<file path="src/rtl/alu_mul_ctrl.sv">
// Shift-and-add 8x8 multiply sequencer that borrows a shared combinational ALU.
// While idle, the host drives the ALU directly; while multiplying, the controller owns it.
module alu_mul_ctrl #(
  parameter int A = 3
) (
  input  logic         clk,
  input  logic         reset_n,
  input  logic         start,
  input  logic [7:0]   op_a,
  input  logic [7:0]   op_b,
  input  logic [A:0]   host_cmd,
  input  logic [7:0]   host_a,
  input  logic [7:0]   host_b,
  input  logic [7:0]   alu_rslt,
  output logic [A:0]   alu_cmd,
  output logic [7:0]   alu_inA,
  output logic [7:0]   alu_inB,
  output logic         busy,
  output logic         done,
  output logic [7:0]   product,
  output logic         parity
);

  localparam logic [A:0] CMD_ADD = (A+1)'(4'b0011);
  localparam logic [A:0] CMD_LSH = (A+1)'(4'b0100);
  localparam logic [A:0] CMD_RSH = (A+1)'(4'b0101);
  localparam logic [A:0] CMD_PAR = (A+1)'(4'b1000);

  typedef enum logic [2:0] {
    IDLE = 3'd0,
    ADD  = 3'd1,
    SHL  = 3'd2,
    SHR  = 3'd3,
    PAR  = 3'd4,
    DONE = 3'd5
  } state_e;

  state_e     state_q, state_d;
  logic [7:0] acc_q, acc_d;
  logic [7:0] mcand_q, mcand_d;
  logic [7:0] mplier_q, mplier_d;
  logic [7:0] product_q, product_d;
  logic       parity_q, parity_d;

  always_comb begin
    // NOTE: every signal gets a default before the case so no path leaves it unassigned (no latches).
    state_d   = state_q;
    acc_d     = acc_q;
    mcand_d   = mcand_q;
    mplier_d  = mplier_q;
    product_d = product_q;
    parity_d  = parity_q;
    alu_cmd   = '0;
    alu_inA   = 8'd0;
    alu_inB   = 8'd0;

    unique case (state_q)
      IDLE: begin
        alu_cmd = host_cmd;
        alu_inA = host_a;
        alu_inB = host_b;
        if (start) begin
          acc_d    = 8'd0;
          mcand_d  = op_a;
          mplier_d = op_b;
          if (op_b == 8'd0)  state_d = PAR;
          else if (op_b[0])  state_d = ADD;
          else               state_d = SHL;
        end
      end
      ADD: begin
        alu_cmd = CMD_ADD;
        alu_inA = acc_q;
        alu_inB = mcand_q;
        acc_d   = alu_rslt;
        state_d = SHL;
      end
      SHL: begin
        alu_cmd = CMD_LSH;
        alu_inA = 8'd1;
        alu_inB = mcand_q;
        mcand_d = alu_rslt;
        state_d = SHR;
      end
      SHR: begin
        alu_cmd  = CMD_RSH;
        alu_inA  = 8'd1;
        alu_inB  = mplier_q;
        mplier_d = alu_rslt;
        // The shifted multiplier arrives this cycle, so branch on the ALU result, not mplier_q.
        if (alu_rslt == 8'd0)  state_d = PAR;
        else if (alu_rslt[0])  state_d = ADD;
        else                   state_d = SHL;
      end
      PAR: begin
        alu_cmd   = CMD_PAR;
        alu_inA   = 8'd0;
        alu_inB   = acc_q;
        parity_d  = alu_rslt[0];
        product_d = acc_q;
        state_d   = DONE;
      end
      DONE: begin
        state_d = IDLE;
      end
      default: begin
        state_d = IDLE;
      end
    endcase
  end

  // NOTE: sequential state uses non-blocking assignments so all flops update together at the edge.
  always_ff @(posedge clk or negedge reset_n) begin
    if (!reset_n) begin
      state_q   <= IDLE;
      acc_q     <= 8'd0;
      mcand_q   <= 8'd0;
      mplier_q  <= 8'd0;
      product_q <= 8'd0;
      parity_q  <= 1'b0;
    end else begin
      state_q   <= state_d;
      acc_q     <= acc_d;
      mcand_q   <= mcand_d;
      mplier_q  <= mplier_d;
      product_q <= product_d;
      parity_q  <= parity_d;
    end
  end

  assign busy    = (state_q != IDLE);
  assign done    = (state_q == DONE);
  assign product = product_q;
  assign parity  = parity_q;

endmodule

</file>
<file path="config.mk">
export PLATFORM = sky130hd
export DESIGN_NAME = alu_mul_ctrl
export DESIGN_NICKNAME = d
export VERILOG_FILES = /design/src/rtl/alu_mul_ctrl.sv
export SDC_FILE = /design/constraint.sdc
export NUM_CORES = 1
export LEC_CHECK = 0
export ABC_AREA = 1
export CORE_AREA = 2 2 87 89
export CTS_BUF_LIST = sky130_fd_sc_hd__clkbuf_4
export CTS_CLUSTER_DIAMETER = 60
export CTS_CLUSTER_SIZE = 12
export DETAILED_ROUTE_END_ITERATION = 12
export DIE_AREA = 0 0 89 91
export PLACE_DENSITY = 0.66
export SLEW_MARGIN = 20
export SYNTH_ARGS = -nofsm -noshare
export SYNTH_HDL_FRONTEND = slang
export SYNTH_SLANG_ARGS = --single-unit
export TNS_END_PERCENT = 50
</file>
<file path="constraint.sdc">
create_clock -name clk -period 1.9 [get_ports clk]
set_input_delay 0.57 -clock clk [delete_from_list [all_inputs] [get_ports clk]]
set_output_delay 0.57 -clock clk [all_outputs]
set_load 0.1 [all_outputs]
</file>
## After elaboration in Yosys (flattened, before gate mapping)

Cells that the tools add are included.

| storage, ports and cells | value |
|---|---|
| register bits | 36 |
| output and inout port bits | 31 |

| cells by class | value |
|---|---|
| eq/ne operators | 6 |
| multiplexer cells | 15 |
| reduce and logical (&&, ||, !) cells | 12 |

Operator list:

| kind | number |
|---|---|
| case mux 8 bit (2 select lines) | 3 |
| case mux 8 bit (4 select lines) | 1 |
| two-way mux 8 bit | 3 |
| case mux 8 bit (3 select lines) | 1 |
| case mux 4 bit (5 select lines) | 1 |
| logical NOT 8 bit | 2 |
| case mux 3 bit (5 select lines) | 1 |
| two-way mux 3 bit | 3 |
| == test 3 x 2 -> 1 bit (second input constant) | 2 |
| == test 3 bit (second input constant) | 2 |
| AND reduction 2 bit | 3 |
| nonzero test 2 bit | 3 |
| two-way mux 2 bit | 2 |
| OR reduction 2 bit | 2 |
| == test 3 x 1 -> 1 bit (second input constant) | 1 |
| logical NOT 3 bit | 1 |
| nonzero test 3 bit | 1 |
| != test 2 bit (second input constant) | 1 |

## Logic depth before layout (Yosys ltp)

Gate-level depths: netlist (run 1).

| depth | value |
|---|---|
| depth in word-level cells | 4 |
| gate-level depth with buffers | 9 |
| gate-level depth less buffers | 7 |

## Least setup slack after synthesis (run 1)

Ideal clock, no wire load.

| timing path | value |
|---|---|
| path kind | register to output |
| from | register state_q[1] |
| to | output alu_inA[2] |
| arrival time | 3.055 ns |
| setup slack | -1.725 ns |
| cell stages (with the launch flop) | 6 |
| path buffers | 2 |
| cell sequence | dfrtp_1 -> buf_6 -> inv_1 -> nand3_2 -> buf_1 -> o21ai_0 |

| between the ends | value |
|---|---|
| cells in the longest elaborated chain, start to end | 3 |
| elaborated cells between the ends (all ways) | 6 |
| those cells by class | 3 x eq/ne; 1 x mux; 2 x reduce/logical |

Ends and longest elaborated chain:

| what | RTL line | RTL |
|---|---|---|
| start, declared | 38 | `state_e state_q, state_d;` |
| start signal, assigned | 122 | `state_q <= state_d;` |
| == test 3 x 2 -> 1 bit | 57 | `unique case (state_q)` |
| OR reduction 2 bit (no source line) | - |  |
| case mux 8 bit (3 select lines) * | 57 |  |
| end, declared | 16 | `output logic [7:0] alu_inA,` |

Every way passes the cells marked *; elsewhere a longest branch is shown, timed or not.

## Worst setup path in the final report (run 1)

| timing path | value |
|---|---|
| from | register state_q[1] |
| to | output alu_inA[5] |

The elaborated chain is that of the path after synthesis.

==> results of run 1 <==
==> through the flow <==
stage | setup WS [ps] | cells | hold slack [ps]
6_report | -385 | 489 | 60.8
5_1_grt | -452 | 489 | 60.1
4_1_cts | -414 | 478 | 68.2
3_5_place_dp | -148 | 460 | 436
3_3_place_gp | -140 | 460 | 432
2_1_floorplan | -272 | 271 | 274
==> worst reg2reg max path: cells and delay by family (launching register included) <==
kind | cells | cell delay, ps
simple gates | 4 | 340
flops | 1 | 440
buf+inv | 5 | 730
==> cell type report <==
| class | instances | area (um^2) | share of cell area |
|---|---|---|---|
| timing repair inverter | 1 | 11.3 | 0.00274 |
| clock inverter | 1 | 3.75 | 0.000915 |
| multi-input combinational | 189 | 1340 | 0.327 |
| sequential | 36 | 905 | 0.220 |
| tap | 99 | 124 | 0.0302 |
| inverter | 38 | 176 | 0.0430 |
| clock buffer | 7 | 52.6 | 0.0128 |
| timing repair buffer | 118 | 1490 | 0.363 |
==> how the worst max path moves through the flow <==
| stage | cells past startpoint | to | start | slack [ps] |
|---|---|---|---|---|
| final | 8 | alu_inA[5] | state_q[1] | -390 |
| after global placement | 4 | alu_inB[3] | host_b[3] | -140 |
| after global routing | 7 | alu_inB[0] | state_q[1] | -450 |
| after floorplan | 5 | alu_inA[2] | state_q[1] | -270 |
| after detailed placement | 4 | alu_inB[3] | host_b[3] | -150 |
| after CTS | 6 | alu_inB[3] | state_q[1] | -410 |
==> cell usage after synthesis <==
library cell,number
o2111ai_1,9
nor3_1,1
nand3_4,2
nand3_2,1
buf_12,1
nor2_2,1
buf_8,1
o21ai_2,9
buf_6,4
buf_1,1
o22ai_1,8
inv_2,3
nor2_4,1
nand3_1,3
inv_1,34
nand2_4,1
buf_2,3
nand2_1,87
nor2_1,24
o211ai_2,1
a21oi_1,7
o21ai_0,25
inv_4,1
nand2_2,4
o21ai_1,3
dfrtp_1,36
==> cell usage in the layout (no fill, tap or decap) <==
cell type / synthesis / final
nand2_4: 1 / 9
clkinv_1: 0 / 1
nand2_1: 87 / 70
o22ai_1: 8 / 8
inv_4: 1 / 1
a21oi_2: 0 / 1
nor2_4: 1 / 4
buf_12: 1 / 37
inv_8: 0 / 1
nand3_4: 2 / 3
o21ai_2: 9 / 9
clkinv_4: 0 / 1
o2111ai_4: 0 / 9
buf_8: 1 / 2
o21ai_4: 0 / 8
dfrtp_1: 36 / 33
o21ai_1: 3 / 3
buf_2: 3 / 1
o211ai_2: 1 / 1
clkbuf_4: 0 / 7
inv_2: 3 / 3
dfrtp_2: 0 / 3
nand3_1: 3 / 3
nand2_2: 4 / 12
buf_4: 0 / 29
nand2_8: 0 / 2
nor2_1: 24 / 23
o21ai_0: 25 / 17
clkinv_16: 0 / 1
a21oi_1: 7 / 6
inv_1: 34 / 32
clkdlybuf4s50_1: 0 / 45
buf_6: 4 / 4
nor3_4: 0 / 1
==> routing by layer <==
metal | vias to the layer above | routed length [um] | part of all wire
li1 | 1114 | - | -
met1 | 1069 | 2900 | 0.40
met2 | 82 | 3730 | 0.52
met3 | 7 | 499 | 0.069
met4 | 0 | 68 | 0.0094
met5 | - | 0 | 0
==> sequential cells by signal, summed over array words and instances (netlist names) <==
name / cells
acc_q: 8
mcand_q: 8
mplier_q: 8
parity: 1
product: 8
state_q: 3
==> cell families after synthesis <==
| kind of cell | synth area share |
|---|---|
| compound gates | 0.190 |
| simple gates | 0.258 |
| flops | 0.434 |
| buf+inv | 0.118 |
==> what timing repair did <==
| action | in CTS | in global routing |
|---|---|---|
| setup buffers | 8 | 10 |
| setup endpoints to repair | 22 | 22 |
| gates resized for setup | 24 | 13 |
| endpoints found under the hold margin | 0 | 0 |
| pin swaps | 17 | 11 |
| gates cloned | 2 | 1 |
==> flow_metrics.py, run 1 <==
metrics = {
    "floorplanning": {
        "starting_density_of_the_core": 0.291,
        "placement_rows": 31,
        "core_um2": 7140,
        "floorplan.die.width_um": 89,
        "ioPinCount": 78,
        "die_y_um": 91,
        "design.die.area_um2": 8100,
    },
    "sta": {
        "slew_headroom": 0.792,
        "finalHoldViolations": 0,
        "clock-skew-final_ps": 5.62,
        "setup_viol": 22,
        "maxClockFrequency_mhz": 438,
        "final.setup.tns_ps": -7450,
        "setup_slack_ps": -385,
        "timing.final.max_slew_violations": 0,
        "layout_min_cycle_time_ps": 2290,
        "grt_setup_unrepaired": "true",
        "timing_worst_slew_pin_value_ps": 312,
        "layout_worst_path_cycle_share": 1.20,
    },
    "synthesis": {
        "synth_nets": 318,
        "post-synth-top-area-fraction": 0.434,
        "synth.lib_cells_used.distinct": 26,
        "syn_area_um2": 2080,
        "synth_top_area_cell": "dfrtp_1",
        "synth_seq_area_share": 0.434,
        "ys_top_cells_by_area": "dfrtp_1, nand2_1, inv_1",
        "synthesized_flop_and_latch_total": 36,
        "synth-warning-count": 0,
        "synthesis.area_per_instance_um2": 7.66,
        "synthCells": 271,
    },
    "clock_tree": {
        "cts_hold_buf": 0,
        "numCtsBuffers": 5,
        "ctsHtreeMaxLevel": 2,
        "tritoncts": "yes",
        "clock-root-buffer": "clkbuf_4",
        "cts-root-to-sink-buffers": 2,
        "cts.sink_count": 36,
        "clock_latency_ps": 340,
        "clk_transition_reported_paths_ps": 110,
    },
    "place": {
        "io_buffer_count": 77,
        "dpl_cell_area_um2": 3740,
        "gp_congestion": 0.874,
        "final_hpwl_dp_mm": 5.27,
    },
    "worst_setup_path": {
        "critical_path_fanout_max": 9,
        "cp.arrival_ps": 1720,
        "critical-path-top-delay-family": "buffers and inverters",
        "critical_path_class": "reg2out",
        "cp_num_buf_inv": 4,
        "path_cells": "nor2_4 > buf_12 > nand2_8 > clkinv_16 > buf_8 > nand2_4 > o21ai_4 > buf_12",
        "critPathLaunchType": "flip-flop",
        "r2r_setup_slack_ps": 300,
        "cell_repeated_most_along_the_worst_path": "buf_12",
        "worst_ep_required_time_ps": 1330,
        "critPathMaxStageDelay_ps": 470,
        "crit_path_top_delay_cell": "dfrtp_2",
        "critical_r2r_launch": "state_q[2]",
        "critical_path.endpoint_type": "output pin",
        "regToRegEndpoint": "state_q[0]",
        "worst_r2r_path_depth": 9,
    },
    "route": {
        "number_of_vias_per_cell_after_detailed_routing": 4.65,
        "finalWirelength_mm": 7.20,
        "first_iter_violations": 218,
        "wire_per_inst_um": 14.7,
        "remaining_drc_errors": 0,
        "route.antenna.remaining_nets": 0,
        "num_vias": 2272,
        "firstDrtPassIters": 4,
    },
    "outcome": {
        "violations": "setup timing",
        "status": "complete, but fails checks",
    },
    "global_routing": {
        "vias_in_the_first_global_route": 2264,
        "grt_overflow": 0,
        "grt_pass1_wl_mm": 11.6,
        "grt_start_max_net_pins": 19,
        "use_met1": 0.248,
        "grtUsageMet2": 0.298,
        "grt_util_met3": 0.0436,
        "initial_antenna_violation_count": 0,
        "grt_busiest_layer": "met2",
        "global_route.usage.total": 0.184,
    },
    "final_layout": {
        "post-route-cell-area_um2": 4100,
        "area_growth_pct": 97.6,
        "num_antenna_cells": 0,
        "num-nets-final": 436,
        "final_core_util": 0.575,
        "drive_above_1_share": 0.382,
        "fill_cells": 615,
    },
    "run": {
        "cap_viol_max_count": 0,
    },
    "worst_hold_path": {
        "min-delay-path-class": "in2async",
    },
}
Power of run 1 is left out: the tool's default activity adds up to more than one toggle a clock period on the data nets, which glitch-free logic cannot reach.
==> run 2: changes to the inputs <==
--- a/config.mk
+++ b/config.mk
@@ -13,6 +13,7 @@
 export DETAILED_ROUTE_END_ITERATION = 12
 export DIE_AREA = 0 0 89 91
 export PLACE_DENSITY = 0.66
+export SKIP_CTS_REPAIR_TIMING = 1
 export SLEW_MARGIN = 20
 export SYNTH_ARGS = -nofsm -noshare
 export SYNTH_HDL_FRONTEND = slang
==> constraint.sdc (replaced) <==
create_clock -name clk -period 2.4 [get_ports clk]
set_input_delay 0.72 -clock clk [delete_from_list [all_inputs] [get_ports clk]]
set_output_delay 0.72 -clock clk [all_outputs]
set_load 0.1 [all_outputs]
==> flow_metrics.py, run 2 (same netlist as run 1, synthesis figures left out) <==
metrics = {
    "route": {
        "met3RoutedLength_um": 388,
        "drt-met1-wl_mm": 3.02,
        "remaining_drc_errors": 0,
        "route.antenna.remaining_nets": 0,
        "first_iter_violations": 103,
        "num_vias": 2226,
        "number_of_vias_per_cell_after_detailed_routing": 4.77,
        "wire_per_inst_um": 15.1,
        "wl_met2_mm": 3.48,
        "firstDrtPassIters": 5,
        "route.top_layer_used": "met4",
        "finalWirelength_mm": 7.07,
    },
    "final_layout": {
        "post-route-cell-area_um2": 3640,
        "final_cell_mix": "nand2_1, clkdlybuf4s50_1, inv_1, dfrtp_1, buf_4",
        "fill_cells": 679,
        "area_growth_pct": 75.5,
        "final_cell_count_no_fill": 467,
        "num-nets-final": 414,
        "num_antenna_cells": 0,
        "drive_above_1_share": 0.340,
        "most_frequent_standard_cell_in_the_layout_excluding_fill_and_tap_cells": "nand2_1",
    },
    "clock_tree": {
        "clock_latency_ps": 340,
        "numCtsBuffers": 5,
        "ctsHtreeMaxLevel": 2,
        "clk_transition_reported_paths_ps": 110,
        "cts.sink_count": 36,
        "tritoncts": "yes",
        "cts-root-to-sink-buffers": 2,
        "clock-root-buffer": "clkbuf_4",
    },
    "sta": {
        "grt_setup_unrepaired": "true",
        "layout_min_cycle_time_ps": 2480,
        "layout_worst_path_cycle_share": 1.03,
        "timing_worst_slew_pin_value_ps": 813,
        "finalHoldViolations": 0,
        "slew_headroom": 0.458,
        "setup_slack_ps": -81.1,
        "hold_ws_ps": 453,
        "maxClockFrequency_mhz": 403,
        "setup_viol": 7,
        "clock-skew-final_ps": 5.21,
        "timing.final.max_slew_violations": 0,
    },
    "floorplanning": {
        "core_um2": 7140,
        "ioPinCount": 78,
        "die_y_um": 91,
        "design.die.area_um2": 8100,
        "floorplan.die.width_um": 89,
        "starting_density_of_the_core": 0.291,
        "placement_rows": 31,
    },
    "worst_setup_path": {
        "worst_ep_required_time_ps": 1680,
        "cp.arrival_ps": 1760,
        "worst_r2r_path_depth": 8,
        "critPathLaunchType": "flip-flop",
        "critical_path.endpoint_type": "output pin",
        "r2r_setup_slack_ps": 690,
        "regToRegEndpoint": "acc_q[7]",
        "critical_path_class": "reg2out",
        "critical_path_fanout_max": 5,
        "critical_r2r_launch": "state_q[1]",
    },
    "global_routing": {
        "grt_start_max_net_pins": 37,
        "grt_overflow": 0,
        "grt_pass1_wl_mm": 10.6,
        "initial_antenna_violation_count": 0,
        "global_route.usage.total": 0.170,
        "vias_in_the_first_global_route": 2152,
    },
    "outcome": {
        "status": "complete, but fails checks",
        "violations": "setup timing",
    },
    "place": {
        "io_buffer_count": 77,
        "placed_cells_incl_taps": 444,
        "dpl_cell_area_um2": 3290,
        "final_hpwl_dp_mm": 5.12,
        "gp_congestion": 0.841,
    },
    "run": {
        "cap_viol_max_count": 0,
    },
    "worst_hold_path": {
        "min-delay-path-class": "in2async",
    },
}
## run 2: cell count changes in the layout (fill, tap and decap cells not counted), moves of 3 or more
cell,delta
nand2_4,-4
nand2_2,+5
buf_12,-12
buf_4,-3
buf_6,-4
o2111ai_4,-3
o2111ai_2,+3
## run 2: layout make-up
class | instances | area [um^2] | area share
sequential | 36 | 905 | 0.248
clock inverter | 3 | 13.8 | 0.00378
multi-input combinational | 188 | 1230 | 0.338
tap | 99 | 124 | 0.0340
inverter | 38 | 155 | 0.0426
clock buffer | 5 | 37.5 | 0.0103
timing repair buffer | 98 | 1180 | 0.323
## run 2: per-layer routing
layer	vias to the layer above	track usage
met3	14	0.0382
met2	86	0.261
li1	1071	-
met5	-	0
met4	0	0.0697
met1	1055	0.229
## run 2: worst max-delay path: stages, from the launching register on
cell and delay, ps:
dfrtp_2 470, nor2_4 180, inv_4 70, nor2_4 240, nand2_2 140, o2111ai_4 110, buf_12 210
## run 2: worst max-delay path by stage
stage,start,to,slack [ps],cells past startpoint
global placement,host_cmd[3],alu_cmd[3],70,4
global route,state_q[1],alu_inB[1],-150,6
CTS,state_q[0],alu_inB[1],-210,6
finish,state_q[1],alu_inB[1],-80,6
floorplan,host_cmd[3],alu_cmd[3],-340,2
detailed placement,host_cmd[2],alu_cmd[2],50,4
## run 2: metrics by stage
step                utilization  setup TNS (ps)  setup WS, ps
detailed placement        0.461               0          45.5
finish                    0.511            -303         -81.1
global route              0.511           -1240          -146
floorplan                     -           -2380          -336
CTS                       0.468           -2470          -209
global placement          0.461               0          70.3
Power of run 2 is left out for the same reason.
